==> src/rtl/usb_packet_builder_pkg.sv <==
// Shared definitions for the USB packet builder and its CRC helpers.
// Contents:
//   - PID constants and PID-class decode functions
//   - FSM state type
//   - CRC5 over the 11-bit token field, returned in transmit bit order
//   - CRC16 byte step (8 serial iterations, LSB first)
//   - Bit-reverse helper used to place CRC16 bytes in transmit order
package usb_packet_builder_pkg;

  localparam logic [3:0] PidOut   = 4'b0001;
  localparam logic [3:0] PidIn    = 4'b1001;
  localparam logic [3:0] PidSof   = 4'b0101;
  localparam logic [3:0] PidSetup = 4'b1101;
  localparam logic [3:0] PidData0 = 4'b0011;
  localparam logic [3:0] PidData1 = 4'b1011;
  localparam logic [3:0] PidData2 = 4'b0111;
  localparam logic [3:0] PidMdata = 4'b1111;

  typedef enum logic [2:0] {
    StIdle,
    StPid,
    StTok1,
    StTok2,
    StData,
    StCrcLo,
    StCrcHi
  } state_e;

  function automatic logic is_token(input logic [3:0] pid);
    return (pid == PidOut) || (pid == PidIn) || (pid == PidSof) || (pid == PidSetup);
  endfunction

  // All data PIDs share the low two bits 2'b11.
  function automatic logic is_data(input logic [3:0] pid);
    return pid[1:0] == 2'b11;
  endfunction

  // Returns the inverted CRC5 already ordered for byte2[7:3]: bit 0 of the
  // result (byte2 bit 3, first on the wire) is ~c[4], bit 4 is ~c[0].
  function automatic logic [4:0] crc5_field(input logic [10:0] d);
    logic [4:0] c;
    logic [4:0] f;
    logic       fb;
    c = 5'h1F;
    for (int i = 0; i < 11; i++) begin
      fb = c[4] ^ d[i];
      c  = {c[3:0], 1'b0} ^ (fb ? 5'h05 : 5'h00);
    end
    for (int i = 0; i < 5; i++) begin
      f[i] = ~c[4-i];
    end
    return f;
  endfunction

  function automatic logic [15:0] crc16_byte_step(input logic [15:0] crc, input logic [7:0] d);
    logic [15:0] c;
    logic        fb;
    c = crc;
    for (int i = 0; i < 8; i++) begin
      fb = c[15] ^ d[i];
      c  = {c[14:0], 1'b0} ^ (fb ? 16'h8005 : 16'h0000);
    end
    return c;
  endfunction

  function automatic logic [7:0] rev8(input logic [7:0] x);
    logic [7:0] r;
    for (int i = 0; i < 8; i++) begin
      r[i] = x[7-i];
    end
    return r;
  endfunction

endpackage

==> src/rtl/usb_crc16_byte.sv <==
// Registered USB CRC16 accumulator, one byte per update strobe.
// Ports:
//   clk_i   clock
//   rst_i   asynchronous active-high reset (preset to 16'hFFFF)
//   clr_i   restart the CRC for a new packet
//   upd_i   fold data_i into the CRC this cycle
//   data_i  payload byte, processed LSB first
//   crc_o   current (non-inverted) CRC register
module usb_crc16_byte
  import usb_packet_builder_pkg::*;
(
  input  logic        clk_i,
  input  logic        rst_i,
  input  logic        clr_i,
  input  logic        upd_i,
  input  logic [7:0]  data_i,
  output logic [15:0] crc_o
);

  logic [15:0] crc_q;

  always_ff @(posedge clk_i or posedge rst_i) begin
    if (rst_i) begin
      crc_q <= 16'hFFFF;
    end else if (clr_i) begin
      crc_q <= 16'hFFFF;
    end else if (upd_i) begin
      crc_q <= crc16_byte_step(crc_q, data_i);
    end
  end

  assign crc_o = crc_q;

endmodule

==> src/rtl/usb_packet_builder.sv <==
// Builds USB packets (PID, token fields, payload, CRC5/CRC16) and writes them
// byte by byte into the host-side FIFO write port. SYNC/EOP are added later.
// Ports:
//   clk, rst                 clock, asynchronous active-high reset
//   cmd_val/cmd_rdy          command handshake; cmd_rdy only in IDLE
//   cmd_pid/addr/endp/len    command descriptor (SOF frame number in addr/endp)
//   pl_data/pl_val/pl_rdy    payload byte stream; pl_rdy marks consumption
//   w_data/wr_en/flag_full   FIFO write port
//   busy                     packet in progress
//   pkt_done                 one-cycle pulse after the last byte is written
module usb_packet_builder
  import usb_packet_builder_pkg::*;
#(
  parameter int unsigned MAX_DATA_BYTES = 64,
  parameter int unsigned LEN_W          = $clog2(MAX_DATA_BYTES + 1)
) (
  input  logic             clk,
  input  logic             rst,
  input  logic             cmd_val,
  output logic             cmd_rdy,
  input  logic [3:0]       cmd_pid,
  input  logic [6:0]       cmd_addr,
  input  logic [3:0]       cmd_endp,
  input  logic [LEN_W-1:0] cmd_len,
  input  logic [7:0]       pl_data,
  input  logic             pl_val,
  output logic             pl_rdy,
  output logic [7:0]       w_data,
  output logic             wr_en,
  input  logic             flag_full,
  output logic             busy,
  output logic             pkt_done
);

  state_e           state_q, state_d;
  logic [3:0]       pid_q;
  logic [6:0]       addr_q;
  logic [3:0]       endp_q;
  logic [LEN_W-1:0] cnt_q;
  logic [LEN_W-1:0] len_clamped;
  logic             pkt_done_q;
  logic             cmd_acc;
  logic [15:0]      crc16;
  logic [4:0]       crc5;

  assign cmd_acc     = cmd_val && cmd_rdy;
  assign len_clamped = (cmd_len > LEN_W'(MAX_DATA_BYTES)) ? LEN_W'(MAX_DATA_BYTES) : cmd_len;
  assign crc5        = crc5_field({endp_q, addr_q});

  usb_crc16_byte u_crc16 (
    .clk_i  (clk),
    .rst_i  (rst),
    .clr_i  (cmd_acc),
    .upd_i  (pl_rdy),
    .data_i (pl_data),
    .crc_o  (crc16)
  );

  // State register.
  always_ff @(posedge clk or posedge rst) begin
    if (rst) begin
      state_q <= StIdle;
    end else begin
      state_q <= state_d;
    end
  end

  // Next-state logic; every non-idle transition requires a write this cycle.
  always_comb begin
    state_d = state_q;
    unique case (state_q)
      StIdle: if (cmd_acc) state_d = StPid;
      StPid: begin
        if (wr_en) begin
          if (is_token(pid_q)) begin
            state_d = StTok1;
          end else if (is_data(pid_q)) begin
            state_d = (cnt_q != '0) ? StData : StCrcLo;
          end else begin
            state_d = StIdle;
          end
        end
      end
      StTok1:  if (wr_en) state_d = StTok2;
      StTok2:  if (wr_en) state_d = StIdle;
      StData:  if (wr_en && (cnt_q == LEN_W'(1))) state_d = StCrcLo;
      StCrcLo: if (wr_en) state_d = StCrcHi;
      StCrcHi: if (wr_en) state_d = StIdle;
      default: state_d = StIdle;
    endcase
  end

  // Outputs.
  always_comb begin
    busy    = (state_q != StIdle);
    // Held low while rst is asserted so every output reads 0 during reset.
    cmd_rdy = (state_q == StIdle) && !rst;
    wr_en   = busy && !flag_full && ((state_q != StData) || pl_val);
    pl_rdy  = (state_q == StData) && wr_en;
    w_data  = 8'h00;
    unique case (state_q)
      StIdle:  w_data = 8'h00;
      StPid:   w_data = {~pid_q, pid_q};
      StTok1:  w_data = {endp_q[0], addr_q};
      StTok2:  w_data = {crc5, endp_q[3:1]};
      StData:  w_data = pl_data;
      StCrcLo: w_data = ~rev8(crc16[15:8]);
      StCrcHi: w_data = ~rev8(crc16[7:0]);
      default: w_data = 8'h00;
    endcase
  end

  // Latched command and remaining-payload counter.
  always_ff @(posedge clk or posedge rst) begin
    if (rst) begin
      pid_q  <= '0;
      addr_q <= '0;
      endp_q <= '0;
      cnt_q  <= '0;
    end else if (cmd_acc) begin
      pid_q  <= cmd_pid;
      addr_q <= cmd_addr;
      endp_q <= cmd_endp;
      cnt_q  <= len_clamped;
    end else if (pl_rdy) begin
      cnt_q  <= cnt_q - LEN_W'(1);
    end
  end

  // A write that returns the FSM to IDLE is the final byte of the packet.
  always_ff @(posedge clk or posedge rst) begin
    if (rst) begin
      pkt_done_q <= 1'b0;
    end else begin
      pkt_done_q <= wr_en && (state_d == StIdle);
    end
  end

  assign pkt_done = pkt_done_q;

endmodule

==> config.mk <==
export PLATFORM = sky130hd
export DESIGN_NAME = usb_packet_builder
export DESIGN_NICKNAME = d
export VERILOG_FILES = /design/src/rtl/usb_packet_builder_pkg.sv /design/src/rtl/usb_crc16_byte.sv /design/src/rtl/usb_packet_builder.sv
export SDC_FILE = /design/constraint.sdc
export NUM_CORES = 1
export LEC_CHECK = 0
export ABC_AREA = 1
export CAP_MARGIN = 10
export CORE_ASPECT_RATIO = 0.7
export CORE_UTILIZATION = 29
export CTS_CLUSTER_DIAMETER = 80
export CTS_CLUSTER_SIZE = 8
export DETAILED_ROUTE_END_ITERATION = 8
export GPL_ROUTABILITY_DRIVEN = 0
export GPL_TIMING_DRIVEN = 1
export RECOVER_POWER = 50
export SYNTH_ARGS = -nofsm -noshare
export SYNTH_HDL_FRONTEND = slang
export SYNTH_SLANG_ARGS = --single-unit
==> constraint.sdc <==
create_clock -name clk -period 2.1 [get_ports clk]
set_input_delay 0.315 -clock clk [delete_from_list [all_inputs] [get_ports clk]]
set_output_delay 0.315 -clock clk [all_outputs]
set_load 0.01 [all_outputs]
==> results of run 1 <==
## power breakdown
part           switching, mW  leakage (nW)  internal [mW]
Combinational           2.35          1.46           2.37
Clock                  0.344        0.0940          0.684
Sequential             0.368         0.489           1.22
Total                   3.06          2.05           4.27
## worst reg2reg max path, cell delays in order, from the launching register on
cell     delay [ns]
dfstp_2        0.57
inv_2          0.06
nand2_2        0.06
nand2_2        0.07
nand2_4        0.10
nand2_4        0.06
nand2_4        0.09
nand2_4        0.06
nand2_4        0.09
nand2_4        0.08
nand2_4        0.07
nand3_4        0.09
nand2_4        0.13
nand2_4        0.07
nand3_4        0.09
nand2_4        0.06
nand2_1        0.05
nand3_1        0.06
nand2_1        0.06
inv_1          0.03
## sequential cells by signal, summed over array words and instances, names as in the netlist
register / count
endp_q: 4
pkt_done: 1
cnt_q: 7
u_crc16.crc_o: 16
state_q: 3
pid_q: 4
addr_q: 7
## layout make-up
type | count | area [um2] | area share, %
Clock buffer | 5 | 125 | 2.84
Timing Repair Buffer | 115 | 957 | 21.8
Multi-Input combinational cell | 244 | 1850 | 42.0
Inverter | 45 | 169 | 3.84
Sequential cell | 42 | 1080 | 24.5
Tap cell | 124 | 155 | 3.53
Clock inverter | 3 | 68.8 | 1.56
## final timing paths
path / endpoint / slack (ns) / start
worst max-delay path: w_data[4] / -0.15 / addr_q[0]$_DFFE_PP0P_
worst min-delay path: u_crc16.crc_o[11]$_DFFE_PP1P_ / 0.50 / u_crc16.crc_o[3]$_DFFE_PP1P_
worst max register to register: u_crc16.crc_o[2]$_DFFE_PP1P_ / 0.09 / u_crc16.crc_o[15]$_DFFE_PP1P_
worst min register to register: u_crc16.crc_o[11]$_DFFE_PP1P_ / 0.50 / u_crc16.crc_o[3]$_DFFE_PP1P_
max in group asynchronous: state_q[2]$_DFF_PP0_ / 0.50 / rst
min in group asynchronous: cnt_q[0]$_DFFE_PP0P_ / 0.83 / rst
## metal layers
metal | vias to the layer above | track usage, %
met5 | - | 0
met4 | 0 | 4.08
met3 | 10 | 4.12
met2 | 78 | 27.0
met1 | 1318 | 26.8
li1 | 1350 | -
## synthesized netlist by cell type (2+ instances only)
library cell	instances	area share (%)
a211oi_1	2	0.55
a21oi_1	11	2.0
a221oi_1	4	1.3
a22oi_1	9	2.5
a31oi_1	4	0.91
a32oi_1	3	0.96
buf_2	2	0.37
clkbuf_1	4	0.55
dfrtp_1	26	24
dfstp_2	16	15
ha_1	3	1.4
inv_1	43	5.9
inv_2	2	0.27
nand2_1	83	11
nand2_2	9	2.1
nand2_4	8	3.3
nand3_1	15	2.7
nand3_2	5	1.8
nor2_1	16	2.2
nor2_2	2	0.46
nor3_1	4	0.73
o2111ai_1	4	1.3
o211ai_1	3	0.82
o21ai_0	12	2.2
o21ai_1	6	1.1
o22a_1	2	0.64
o22ai_1	5	1.1
xnor2_1	17	5.4
xor2_1	10	3.2
## cells by family after synthesis
kind of cell	after synthesis	synth area share [%]
xor gates and xnor gates	29	10.2
and+or+nand+nor	144	25.6
adders and majority gates	3	1.37
buffers and inverters	52	7.36
AOI/OAI and AO/OA	68	16.3
DFF	42	39.1
## what timing repair did
item	in CTS	in global routing
endpoints found under the setup margin	11	22
resized for setup	63	58
cloned	0	1
buffers inserted	8	9
pin swaps	13	24
==> impl_metrics.py, run 1 <==
metrics = {
    "status": {
        "outcome": "finished with violations",
        "violations": "negative setup slack",
    },
    "setup_path": {
        "crit_top_cell": "xnor2_2",
        "cp_slowest_cell": "dfrtp_2",
        "worstRegToRegCells": 19,
        "path_depth": 7,
        "worstPathArrival_ns": 1.93,
        "path_class": "flip-flop to primary output",
        "crit_chain": "xnor2_4 > xnor2_2 > xnor2_2 > xor2_1 > a221oi_2 > nand3_1 > buf_2",
        "crit_path_max_incr_delay_ns": 0.46,
        "critPathLaunchType": "flip-flop",
        "crit_family": "XOR/XNOR gates",
        "crit_fanout": 3,
        "cp-end-kind": "primary output",
        "crit_required_ns": 1.78,
        "crit_buf_inv": 1,
    },
    "timing": {
        "final-hold-violation-count": 0,
        "max_freq_mhz": 445,
        "fin_worst_skew_ns": 0.00557,
        "tns_ns": -0.314,
        "worstMarginPinSlew_ns": 1.10,
        "slew_viol_final": 0,
        "post-route-period-util_pct": 107,
        "setup_ws_ns": -0.146,
        "hold_ws_ns": 0.496,
        "setup_violations": 4,
        "period_minus_slack_ns": 2.25,
        "rsz0062_at_grt": "yes",
        "slew_headroom_pct": 26.6,
    },
    "clock_tree": {
        "clk_pin_slew_worst_paths_ns": 0.07,
        "clock_latency_ns": 0.29,
        "clkSinkCount": 42,
        "numCtsBuffers": 5,
        "clk_path_buf_depth": 2,
        "clock_tree.root_cell": "clkbuf_16",
        "cts.htree.levels": 2,
        "holdBufCountCts": 0,
        "cts_tree": "done",
    },
    "synthesis": {
        "avgSynthCellArea_um2": 8.10,
        "ys.flop_type": "dfrtp_1",
        "synth_nets": 376,
        "ys_seq_area_share_pct": 39.1,
        "ys_ff_latch": 42,
        "synth.distinct_cells": 37,
        "ys.warnings.count": 0,
        "async_reset_ff_share_pct": 100,
        "synth_area_um2": 2740,
        "synth_edf_count": 0,
        "syn_inst": 338,
    },
    "final_layout": {
        "final_cell_area_um2": 4400,
        "drive_above_1_share_pct": 41.0,
        "final_common_cell": "nand2_1",
        "fin_util_pct": 48.3,
        "layout.nets": 491,
        "area_growth_pct": 60.7,
        "final_cell_mix": "nand2_1 (75), buf_4 (60), inv_1 (35), clkdlybuf4s50_1 (32), dfrtp_1 (22)",
        "fill_cells": 861,
        "layout.cells.non_filler": 578,
        "n_antenna_cell": 0,
    },
    "die": {
        "core_area_um2": 9110,
        "die_h_um": 83.3,
        "fp.dieArea_um2": 9840,
        "die_w_um": 118,
        "initial_core_util_pct": 30.1,
        "ios": 48,
        "std_cell_rows": 29,
    },
    "run": {
        "max_cap_viol_count": 0,
    },
    "global_route": {
        "overflow": 0,
        "grt_pass1_wl_mm": 14.0,
        "grt_use_total_pct": 18.3,
        "grt_pass1_vias": 2761,
        "antenna_found_initial": 0,
        "grt_max_degree": 43,
    },
    "placement": {
        "dp.cells": 555,
        "post-dp-hpwl_mm": 6.39,
        "place_ws_ns": -0.307,
        "io_buffers": 47,
        "dpl_cell_area_um2": 3740,
    },
    "hold_path": {
        "min_path_type": "flip-flop to flip-flop",
        "hold_path_depth": 2,
    },
    "drt": {
        "routed_via_density": 4.77,
        "wl_met2_mm": 3.77,
        "dr.pass1.iters": 4,
        "vias": 2756,
        "top_layer": "met4",
        "drc": 0,
        "drt-total-wl_mm": 8.76,
        "m1WireLength_mm": 4.38,
        "drtAntennaViolNets": 0,
        "wl_per_cell_um": 15.2,
        "drt-initial-drc-count": 174,
        "dr_wl_met3_um": 521,
    },
    "pwr": {
        "peakVddDrop_mv": 0.769,
        "p_leak_nw": 2.05,
        "power.total_mw": 7.33,
        "power_density_nw_per_um2": 1670,
    },
}
Note: power is estimated with default switching activity, not from simulation.
==> run 2, diff against run 1 <==
--- a/config.mk
+++ b/config.mk
@@ -8,12 +8,14 @@
 export ABC_AREA = 1
 export CAP_MARGIN = 10
 export CORE_ASPECT_RATIO = 0.7
+export CORE_MARGIN = 2
 export CORE_UTILIZATION = 29
 export CTS_CLUSTER_DIAMETER = 80
 export CTS_CLUSTER_SIZE = 8
 export DETAILED_ROUTE_END_ITERATION = 8
 export GPL_ROUTABILITY_DRIVEN = 0
 export GPL_TIMING_DRIVEN = 1
+export HOLD_SLACK_MARGIN = 0.06
 export RECOVER_POWER = 50
 export SYNTH_ARGS = -nofsm -noshare
 export SYNTH_HDL_FRONTEND = slang
==> impl_metrics.py, run 2 (same netlist as run 1, synthesis figures left out) <==
metrics = {
    "clock_tree": {
        "cts.htree.levels": 2,
        "cts_tree": "done",
        "clkSinkCount": 42,
        "clk_path_buf_depth": 2,
        "numCtsBuffers": 5,
        "clock_latency_ns": 0.29,
        "clock_tree.root_cell": "clkbuf_16",
        "clk_pin_slew_worst_paths_ns": 0.06,
        "holdBufCountCts": 0,
    },
    "setup_path": {
        "crit_path_max_incr_delay_ns": 0.45,
        "cp_slowest_cell": "dfrtp_2",
        "r2r_end": "u_crc16.crc_o[4]$_DFFE_PP1P_",
        "critPathLaunchType": "flip-flop",
        "rr_startpoint": "u_crc16.crc_o[15]$_DFFE_PP1P_",
        "crit_required_ns": 1.78,
        "path_class": "flip-flop to primary output",
        "worstPathArrival_ns": 1.93,
        "r2r_slack_ns": 0.06,
        "worstRegToRegCells": 16,
        "crit_chain": "xnor2_2 > xnor2_1 > buf_4 > xor2_1 > a221oi_1 > nand3_1 > buf_2",
        "cp-end-kind": "primary output",
        "crit_fanout": 3,
    },
    "hold_path": {
        "worstHoldEndpoint": "u_crc16.crc_o[11]$_DFFE_PP1P_",
        "min_path_type": "flip-flop to flip-flop",
        "hold_path_depth": 2,
        "min-delay-start": "u_crc16.crc_o[3]$_DFFE_PP1P_",
    },
    "drt": {
        "drt-initial-drc-count": 123,
        "routed_via_density": 4.72,
        "drtAntennaViolNets": 0,
        "dr.pass1.iters": 5,
        "vias": 2699,
        "drt-total-wl_mm": 8.55,
        "drc": 0,
        "wl_per_cell_um": 15.0,
    },
    "final_layout": {
        "area_growth_pct": 54.4,
        "largest_reg_flops": 16,
        "layout.nets": 485,
        "final_cell_mix": "nand2_1 (77), buf_4 (54), inv_1 (35), clkdlybuf4s50_1 (32), dfrtp_1 (22)",
        "drive_above_1_share_pct": 38.6,
        "fin_util_pct": 46.4,
        "fill_cells": 890,
        "final_common_cell": "nand2_1",
        "n_antenna_cell": 0,
    },
    "pwr": {
        "power_density_nw_per_um2": 1560,
        "p_leak_nw": 1.99,
        "peakVddDrop_mv": 0.686,
    },
    "global_route": {
        "overflow": 0,
        "grt_max_degree": 43,
        "grt_pass1_wl_mm": 13.7,
        "antenna_found_initial": 0,
        "grt_use_total_pct": 16.9,
        "grt_pass1_vias": 2706,
    },
    "status": {
        "violations": "negative setup slack",
        "outcome": "finished with violations",
    },
    "die": {
        "initial_core_util_pct": 30.1,
        "ios": 48,
        "die_h_um": 85.3,
        "core_area_um2": 9110,
        "die_w_um": 120,
        "std_cell_rows": 29,
        "fp.dieArea_um2": 10200,
    },
    "timing": {
        "setup_ws_ns": -0.144,
        "period_minus_slack_ns": 2.24,
        "setup_violations": 4,
        "post-route-period-util_pct": 107,
        "slew_viol_final": 0,
        "rsz0062_at_grt": "yes",
        "final-hold-violation-count": 0,
        "worstMarginPinSlew_ns": 1.11,
        "slew_headroom_pct": 26.2,
        "fin_worst_skew_ns": 0.00470,
        "max_freq_mhz": 446,
    },
    "placement": {
        "post-dp-hpwl_mm": 6.31,
        "place_ws_ns": -0.259,
        "io_buffers": 47,
    },
    "run": {
        "max_cap_viol_count": 0,
    },
}
## run 2: cell count changes in the layout (fill, tap and decap cells not counted), sizes merged
cell and delta:
buf -6, dlygate4sd2 -1, clkbuf +3, dlymetal6s2s +1
bufinv -2, clkinv -1
## run 2: what timing repair did
action / CTS / global route
setup buffers: 9 / 7
gates resized for setup: 57 / 47
cloned: 0 / 0
pin swaps: 18 / 21
endpoints found under the setup margin: 10 / 15
## run 2: cell type report
cell class	count	area, um2	area share, %
Tap cell	124	155	3.67
Sequential cell	42	1080	25.5
Clock buffer	8	166	3.94
Inverter	45	171	4.05
Timing Repair Buffer	109	938	22.2
Multi-Input combinational cell	244	1720	40.7
## run 2: layer usage
metal  part of all wire, %  global-route usage, %  wire, um  up-vias
li1                      -                      -         -     1330
met1                    49                   25.2      4190     1289
met2                    44                   24.8      3750       78
met3                   6.8                   3.83       580        2
met4                  0.39                   3.74        33        0
met5                     0                      0         0        -
## run 2: how the worst max path moves through the flow
stage	start	endpoint	slack, ns	depth (start not counted)
2_1_floorplan	u_crc16.crc_o[15]$_DFFE_PP1P_	u_crc16.crc_o[2]$_DFFE_PP1P_	0.26	16
3_3_place_gp	addr_q[1]$_DFFE_PP0P_	w_data[4]	-0.18	7
3_5_place_dp	addr_q[1]$_DFFE_PP0P_	w_data[4]	-0.26	7
4_1_cts	addr_q[1]$_DFFE_PP0P_	w_data[4]	-0.23	7
5_1_grt	addr_q[2]$_DFFE_PP0P_	w_data[4]	-0.22	7
6_report	addr_q[1]$_DFFE_PP0P_	w_data[4]	-0.14	7
## run 2: through the flow
step	cell area [um2]	hold WS, ns	TNS (ns)	total power [mW]	instances
2_1_floorplan	2740	0.425	0	3.50	338
3_3_place_gp	3690	0.469	-1.76	4.76	550
3_5_place_dp	3690	0.478	-2.34	4.81	550
4_1_cts	4000	0.486	-0.470	6.11	565
5_1_grt	4230	0.511	-0.937	7.04	572
6_report	4230	0.488	-0.326	6.58	572
## run 2: critical path: cells and delay by family, from the launching register on
kind / cells / cell delay (ns)
xor gates and xnor gates: 3 / 0.53
and+or+nand+nor: 1 / 0.11
AOI/OAI and AO/OA: 1 / 0.25
buffers and inverters: 2 / 0.30
DFF: 1 / 0.45
## run 2: power breakdown
group	total (mW)	internal, mW	switching (mW)
sequential	1.55	1.22	0.334
clock	0.862	0.539	0.324
combinational	4.17	2.03	2.14
total	6.58	3.79	2.79
==> edit, RTL diff (config.mk and constraints of run 2) <==
Set the parameter `MAX_DATA_BYTES` to 128 (it was 64).
--- a/src/rtl/usb_packet_builder.sv
+++ b/src/rtl/usb_packet_builder.sv
@@ -13,3 +13,3 @@
 #(
-  parameter int unsigned MAX_DATA_BYTES = 64,
+  parameter int unsigned MAX_DATA_BYTES = 128,
   parameter int unsigned LEN_W          = $clog2(MAX_DATA_BYTES + 1)
Ports: changed (resized cmd_len); port bits go from 48 to 49. The function was not compared with the original's and may differ.
==> edit against run 2 <==
  * The flow still finishes with violations (setup timing)
  * Non-clock buffer count grew 2
  * Area after synthesis grew 2.7%
  * Fmax shrank 4.6%
  * Total power grew 1.2%
  * Wire length grew 4.8%
  * Sequential cell count grew 1
  * Setup slack lost 0.11 ns
  * Final area grew 1.4%
  * Critical path type unchanged
  * Highest routed layer unchanged
==> edit: results (changes against run 2) <==
stage;metric;value;unit;change
status;outcome;finished with violations;;unchanged
status;violations;setup timing;;unchanged
sta;finClkSkew;0.008578;ns;was 0.004697 ns
sta;setup_violations;5;;was 4
global_routing;grt_pass1_wl;13580;um;was 13660 um
power_and_ir_drop;irDropWorstVdd;780.5;uV;was 686.1 uV
power_and_ir_drop;switchingPower;0.002924;W;was 0.002794 W
routing;drtIter0Drc;176;;was 123
sta;fin_ws;-0.2520;ns;was -0.1438 ns
worst_setup_path;critPathMaxFanout;2;;was 3
global_routing;grt_max_degree;44;;was 43
global_routing;track_usage;0.1655;;was 0.1691
global_routing;grt_pass1_vias;2754;;was 2706
worst_setup_path;cp.arrival;2.04;ns;was 1.93 ns
routing;firstDrtPassIters;4;;was 5
sta;relSlewSlack;0.2747;;was 0.2622
power_and_ir_drop;leakage;2.069;nW;was 1.988 nW
worst_setup_path;slowest_stage;dfrtp_1;;was dfrtp_2
finish;final.fill_count;969;;was 890
synth;synthesis.nets;402;;was 376
placed_design;dp_hpwl;6750;um;was 6314 um
power_and_ir_drop;power_frac_comb;0.654;;was 0.634
routing;dr_total_vias;2917;;was 2699
power_and_ir_drop;pg_comb;0.00435;W;was 0.00417 W
worst_setup_path;reg2reg_to;u_crc16.crc_o[15];;was u_crc16.crc_o[4]
worst_setup_path;slowest_delay;0.41;ns;was 0.45 ns
synth;syn_inst;363;;was 338
routing;drt_wl_total;8961;um;was 8554 um
synth;synthTopCellsByCount;nand2_1, inv_1, dfrtp_1;;unchanged
## edit: changes by cell type in the layout (fill, tap and decap cells not counted), moves of 4 or more
cell,before,now
nand2_1,77,89
inv_1,35,43
nand2_2,13,6
buf_4,54,59
o21ai_1,7,2
nand3_4,5,9
o22ai_1,5,9
## edit: how the worst max path moves through the flow
stage	start	endpoint	slack (ns)	cells after the start
2_1_floorplan	addr_q[2]	w_data[5]	0.23	7
3_3_place_gp	addr_q[0]	w_data[5]	-0.33	8
3_5_place_dp	addr_q[0]	w_data[5]	-0.33	8
4_1_cts	addr_q[0]	w_data[5]	-0.31	8
5_1_grt	addr_q[2]	w_data[7]	-0.36	8
6_report	addr_q[2]	w_data[7]	-0.25	8
## edit: repair_timing
| item | 4_1_cts | 5_1_grt |
|---|---|---|
| cloned | 0 | 0 |
| pin swaps | 16 | 28 |
| setup endpoints to repair | 13 | 17 |
| hold buffers | 0 | 0 |
| buffers inserted | 1 | 8 |
| resized for setup | 45 | 52 |
## edit: kinds of logic after synthesis
kind of cell	Yosys count	synth area share
XOR/XNOR	26	0.08371
AND/OR/NAND/NOR	161	0.2671
adder cells (fa/ha/maj)	3	0.01336
flip-flops	43	0.3900
AO/OA/AOI/OAI	69	0.1621
buffers and inverters	61	0.08371
## edit: final cells by class
class / count / area, um2 / area share
clock buffer: 5 / 125.1 / 0.02919
clock inverter: 3 / 15.01 / 0.003503
inverter: 53 / 198.9 / 0.04641
multi-input combinational: 259 / 1768 / 0.4124
sequential: 43 / 1099 / 0.2563
tap: 128 / 160.2 / 0.03736
timing repair buffer: 111 / 920.9 / 0.2148
## edit: per-layer routing
layer	global-route usage	wire length, um	up-vias
met5	0	0	-
met4	0.02612	75	0
met3	0.03289	413	11
met2	0.2600	4130	71
met1	0.2410	4341	1411
li1	-	-	1424
